--- config.mk ---
export PLATFORM = sky130hd
export DESIGN_NAME = bcd_countdown_flat
export DESIGN_NICKNAME = d
export VERILOG_FILES = /design/src/rtl/bcd_pkg.sv /design/src/rtl/bcd_countdown_if.sv /design/src/rtl/bcd_digit_dec.sv /design/src/rtl/bcd_countdown.sv /design/src/flat_wrapper.sv
export SDC_FILE = /design/constraint.sdc
export NUM_CORES = 1
export LEC_CHECK = 0
export CELL_PAD_IN_SITES_DETAIL_PLACEMENT = 0
export CELL_PAD_IN_SITES_GLOBAL_PLACEMENT = 2
export CORE_MARGIN = 4
export CORE_UTILIZATION = 24
export CTS_BUF_LIST = sky130_fd_sc_hd__clkbuf_4 sky130_fd_sc_hd__clkbuf_8
export DETAILED_ROUTE_END_ITERATION = 10
export PLACE_DENSITY = 0.76
export SLEW_MARGIN = 40
export SYNTH_ARGS = -nofsm -noshare
export SYNTH_HDL_FRONTEND = slang
export SYNTH_HIERARCHICAL = 1
export SYNTH_SLANG_ARGS = --single-unit
--- constraint.sdc ---
create_clock -name clk -period 2.6 [get_ports clk]
set_clock_uncertainty 0.15 [all_clocks]
set_input_delay 0.52 -clock clk [delete_from_list [all_inputs] [get_ports clk]]
set_output_delay 0.52 -clock clk [all_outputs]
set_load 0.02 [all_outputs]
--- src/rtl/bcd_pkg.sv ---
// bcd_pkg: shared BCD digit type, digit constants and countdown state encoding
package bcd_pkg;
  typedef logic [3:0] bcd_digit_t;
  localparam bcd_digit_t BCD_MAX  = 4'd9;
  localparam bcd_digit_t BCD_ZERO = 4'd0;
  typedef enum logic [1:0] {IDLE, RUN, DONE} cd_state_t;
  function automatic bcd_digit_t bcd_clamp(input bcd_digit_t d);
    return (d > BCD_MAX) ? BCD_MAX : d;
  endfunction
endpackage

--- src/rtl/bcd_countdown_if.sv ---
// bcd_countdown_if: control/data bundle between a driver and the BCD countdown
interface bcd_countdown_if #(parameter int DIGITS = 2);
  logic                  i_load;
  logic [4*DIGITS-1:0]   i_load_value;
  logic                  i_start;
  logic                  i_stop;
  logic                  i_tick;
  logic [4*DIGITS-1:0]   o_count;
  logic                  o_running;
  logic                  o_done;
  logic                  o_done_pulse;
  modport master (output i_load, i_load_value, i_start, i_stop, i_tick,
                  input  o_count, o_running, o_done, o_done_pulse);
  modport slave  (input  i_load, i_load_value, i_start, i_stop, i_tick,
                  output o_count, o_running, o_done, o_done_pulse);
endinterface

--- src/rtl/bcd_digit_dec.sv ---
// bcd_digit_dec: one BCD digit decrement stage; wraps 0->9 and passes the borrow upward
module bcd_digit_dec
  import bcd_pkg::*;
(
  input  bcd_digit_t i_digit,
  input  logic       i_borrow,
  output bcd_digit_t o_digit,
  output logic       o_borrow
);
  assign o_digit  = !i_borrow ? i_digit : (i_digit == BCD_ZERO) ? BCD_MAX : i_digit - 4'd1;
  assign o_borrow = i_borrow & (i_digit == BCD_ZERO);
endmodule

--- src/rtl/bcd_countdown.sv ---
// bcd_countdown: loadable multi-digit BCD down-counter with run/stop and terminal detect.
// Define COUNTDOWN_AUTORELOAD_EN to reload the preset instead of stopping at zero.
module bcd_countdown
  import bcd_pkg::*;
#(
  parameter int DIGITS = 2
) (
  input logic            clk,
  input logic            rst,
  bcd_countdown_if.slave bus
);
  localparam int W = 4 * DIGITS;
  cd_state_t    r_state, w_state;
  logic [W-1:0] r_count, w_count, r_reload, w_reload, w_dec, w_load_san;
  logic         r_pulse, w_pulse;
  logic [DIGITS:0] w_borrow;
  logic         w_zero, w_last;
  assign w_borrow[0] = 1'b1;
  for (genvar i = 0; i < DIGITS; i++) begin : g_dig
    bcd_digit_dec u_dec (
      .i_digit (r_count[4*i +: 4]),
      .i_borrow(w_borrow[i]),
      .o_digit (w_dec[4*i +: 4]),
      .o_borrow(w_borrow[i+1])
    );
    assign w_load_san[4*i +: 4] = bcd_clamp(bus.i_load_value[4*i +: 4]);
  end
  // a borrow out of the top digit means every digit was zero
  assign w_zero = w_borrow[DIGITS];
  assign w_last = (w_dec == '0) && !w_zero;
  always_comb begin
    w_state  = r_state;
    w_count  = r_count;
    w_reload = r_reload;
    w_pulse  = 1'b0;
    if (bus.i_load) begin
      w_count  = w_load_san;
      w_reload = w_load_san;
      w_state  = IDLE;
    end else if (r_state == IDLE && !bus.i_stop && bus.i_start) begin
      w_state = w_zero ? DONE : RUN;
      w_pulse = w_zero;
    end else if (r_state == RUN && bus.i_stop) begin
      w_state = IDLE;
    end else if (r_state == RUN && bus.i_tick && !w_zero) begin
`ifdef COUNTDOWN_AUTORELOAD_EN
      w_count = w_last ? r_reload : w_dec;
`else
      w_count = w_dec;
      w_state = w_last ? DONE : RUN;
`endif
      w_pulse = w_last;
    end
  end
  always_ff @(posedge clk) begin
    if (rst) begin
      r_state  <= IDLE;
      r_count  <= '0;
      r_reload <= '0;
      r_pulse  <= 1'b0;
    end else begin
      r_state  <= w_state;
      r_count  <= w_count;
      r_reload <= w_reload;
      r_pulse  <= w_pulse;
    end
  end
  assign bus.o_count      = r_count;
  assign bus.o_running    = (r_state == RUN);
  assign bus.o_done       = (r_state == DONE);
  assign bus.o_done_pulse = r_pulse;
endmodule

--- src/flat_wrapper.sv ---
// flat-port wrapper written by rule: the top's interface ports become plain ports
module bcd_countdown_flat import bcd_pkg::*;
#(
  parameter int DIGITS = 2
)
  (clk, rst, bus_i_load, bus_i_load_value, bus_i_start, bus_i_stop, bus_i_tick, bus_o_count, bus_o_running, bus_o_done, bus_o_done_pulse);
  bcd_countdown_if #(.DIGITS(DIGITS)) bus_i ();
  input logic clk;
  input logic rst;
  input wire logic [$bits(bus_i.i_load)-1:0] bus_i_load;
  input wire logic [$bits(bus_i.i_load_value)-1:0] bus_i_load_value;
  input wire logic [$bits(bus_i.i_start)-1:0] bus_i_start;
  input wire logic [$bits(bus_i.i_stop)-1:0] bus_i_stop;
  input wire logic [$bits(bus_i.i_tick)-1:0] bus_i_tick;
  output wire logic [$bits(bus_i.o_count)-1:0] bus_o_count;
  output wire logic [$bits(bus_i.o_running)-1:0] bus_o_running;
  output wire logic [$bits(bus_i.o_done)-1:0] bus_o_done;
  output wire logic [$bits(bus_i.o_done_pulse)-1:0] bus_o_done_pulse;
  assign bus_i.i_load = bus_i_load;
  assign bus_i.i_load_value = bus_i_load_value;
  assign bus_i.i_start = bus_i_start;
  assign bus_i.i_stop = bus_i_stop;
  assign bus_i.i_tick = bus_i_tick;
  assign bus_o_count = bus_i.o_count;
  assign bus_o_running = bus_i.o_running;
  assign bus_o_done = bus_i.o_done;
  assign bus_o_done_pulse = bus_i.o_done_pulse;
  bcd_countdown #(.DIGITS(DIGITS)) u_core (.clk(clk), .rst(rst), .bus(bus_i));
endmodule
==> impl_metrics.ini <==
[power_and_ir_drop]
cellPowerDensity_nw_per_um2 = 425
ir_drop_mv = 0.176
leakagePower_nw = 0.480

[global_routing]
grt_pass1_wl_microns = 3700
antenna_found_initial = 0
gr-total-overflow = 0
first_global_vias = 876
grt_start_max_net_pins = 11
track_usage = 0.109

[final_layout]
layout_common_cells = 24 x clkdlybuf4s50_1, 15 x nor2_1, 11 x dfxtp_1
final_layout_size_suffix_gt1_frac = 0.132
diodes = 0
nets = 144
layout_commonest_cell = clkdlybuf4s50_1
finalNonFillerCells = 173
area_delta_synth_final_pct = 45.8

[clock_network]
cts_root_buf = clkbuf_4
tritoncts = yes
clockBufferDepth = 2
cts.htree.levels = 1
cts_hold_buffers = 0
cts_buffers = 3
clkSlewWorstSetupHoldPaths_ps = 70
post-cts-setup-buffers = 0
insertion_delay_ps = 270
cts_num_sinks = 11
cts_resized = 0

[place]
dp.cells = 169
place_congestion = 0.769
numPortBuffers = 24
dp_hpwl_microns = 1660

[die]
start_util = 0.255
die_y_microns = 65.2
coreArea_sq_um = 3080
fp.dieArea_sq_um = 4250
io_pins = 25
die_w_microns = 65.2
num_rows = 20

[sta]
setup_tns_ps = 0
hold_viol = 0
fmax_mhz = 418
setup_viol = 0
slew_viol_final = 0
min_period_ps = 2400
fin_crit_sh = 0.921
rsz0062_at_grt = no

[critical_path]
crit_chain = nand2b_4 > nor4_1 > buf_4 > nand2b_4 > or4b_1 > nand2_1 > nor3_1 > and4b_1 > o311a_1
setup.worst_path.start = u_core/bus.o_count[0]
crit_top_cell = nand2b_4
reg2reg_slack_ps = 200
reg2regPathDepth = 9
rr_endpoint = u_core/r_state[1]
path_max_fanout = 6
required_ps = 2600
cp_slowest_cell = or4b_1
end_kind = flop
worstPathArrival_ps = 2400
path_class = reg2reg
max_stage_delay_ps = 460
r2r_start = u_core/bus.o_count[0]
crit_path_start_kind = flop

[yosys]
ys_top_cells_by_area = dfxtp_1 28%, nor2_1 7.2%, mux2i_1 5.1%, xor2_1 4.5%, o21ai_0 3.8%
synth_xor_area_frac = 0.0447
synth_area_sq_um = 785
netlist_instances = 98
yosys.area_share.simple = 0.356
synthAdderAreaFrac = 0
synth_compound_area_frac = 0.226
synth_top_family_by_area = simple AND/OR/NAND/NOR gates
synth_cell_types = 35
yosys.area.top_type = dfxtp_1
synth_top_cell_area_share = 0.281
yosys_warnings = 6
muxShareOfSynthArea = 0.0510
avgSynthCellArea_sq_um = 8.01
synth-seq-cells = 11
yosysSeqAreaShare = 0.281

[hold_path]
hold_path.class = reg2reg
holdPathEnd = u_core/bus.o_count[4]
hp-start = u_core/bus.o_count[4]
hold_depth = 2

[detailed_routing]
drc = 0
vias_per_cell = 4.72
postRouteAntennaNets = 0
first_iter_violations = 30
vias = 817
wirelength_microns = 2090
wl_per_cell_microns = 12.1
drt_first_pass_iters = 4

[job]
drv_cap = 0

[run_status]
status = finished, final reports clean
-- through the flow --
step | hold WS, ps | setup WS (ps) | utilization | total power, W | area [sq um]
finish | 423 | 205 | 0.372 | 0.000486 | 1140
global placement | 408 | 153 | 0.362 | 0.000363 | 1110
global route | 460 | 67.5 | 0.372 | 0.000519 | 1140
floorplan | 408 | 74.6 | - | 0.000293 | 795
detailed placement | 415 | 210 | 0.362 | 0.000362 | 1110
CTS | 431 | 182 | 0.372 | 0.000493 | 1140
-- final cells by class --
class                      count  area, sq um
fill                         344         1930
multi-input combinational     81          546
timing repair buffer          29          278
sequential                    11          220
tap                           44         55.1
clock buffer                   4         30.0
inverter                       4         15.0
-- logic make-up after synthesis --
family,Yosys count
compound gates,24
other cells,1
xor+xnor,4
simple gates,47
mux,4
flops,11
buf+inv,7
-- cell usage after synthesis (all sizes together) --
master,instances
nand2,6
or4b,2
clkbuf,1
dfxtp,11
mux2i,4
o21a,1
nor2,15
xor2,4
and2b,1
and4b,1
conb,1
a311oi,2
or3b,1
and4bb,1
o21ai,6
o311a,1
a21o,3
a21oi,2
inv,4
nand3b,3
nor4,4
a211oi,4
nand4,1
buf,2
nor3,5
a22oi,2
or3,1
a31oi,2
nor2b,2
nor3b,1
nand2b,3
a31o,1
-- flip-flops by register name, indices dropped and copies added (netlist names) --
register                 count
u_core/bus.o_count           8
u_core/bus.o_done_pulse      1
u_core/r_state               2
-- worst max-delay path by stage --
stage / cells after the start / endpoint
after floorplan: 9 / u_core/bus.o_count[0]
after global placement: 9 / u_core/r_state[1]
after detailed placement: 9 / u_core/r_state[1]
after CTS: 9 / u_core/r_state[1]
after global routing: 9 / u_core/bus.o_count[0]
final: 9 / u_core/r_state[1]
-- report_power, final --
group / switching, W / total (W) / internal [W]
sequential: 0.0000180 / 0.000197 / 0.000179
clock: 0.0000577 / 0.000127 / 0.0000697
combinational: 0.0000777 / 0.000161 / 0.0000833
-- layer usage --
metal  vias up  GRT usage  wire length [microns]
li1        426          -                      -
met1       372      0.143                   1060
met2        17      0.172                    902
met3         2     0.0291                    106
met4         0     0.0389                     13
met5         -          0                      0
-- critical path, delay by kind of cell, from the launching register on --
kind | cells | cell delay, ps
AOI/OAI and AO/OA | 1 | 280
buffers and inverters | 1 | 190
DFF | 1 | 360
and+or+nand+nor | 7 | 1300
Power figures use the tool's default switching activity.
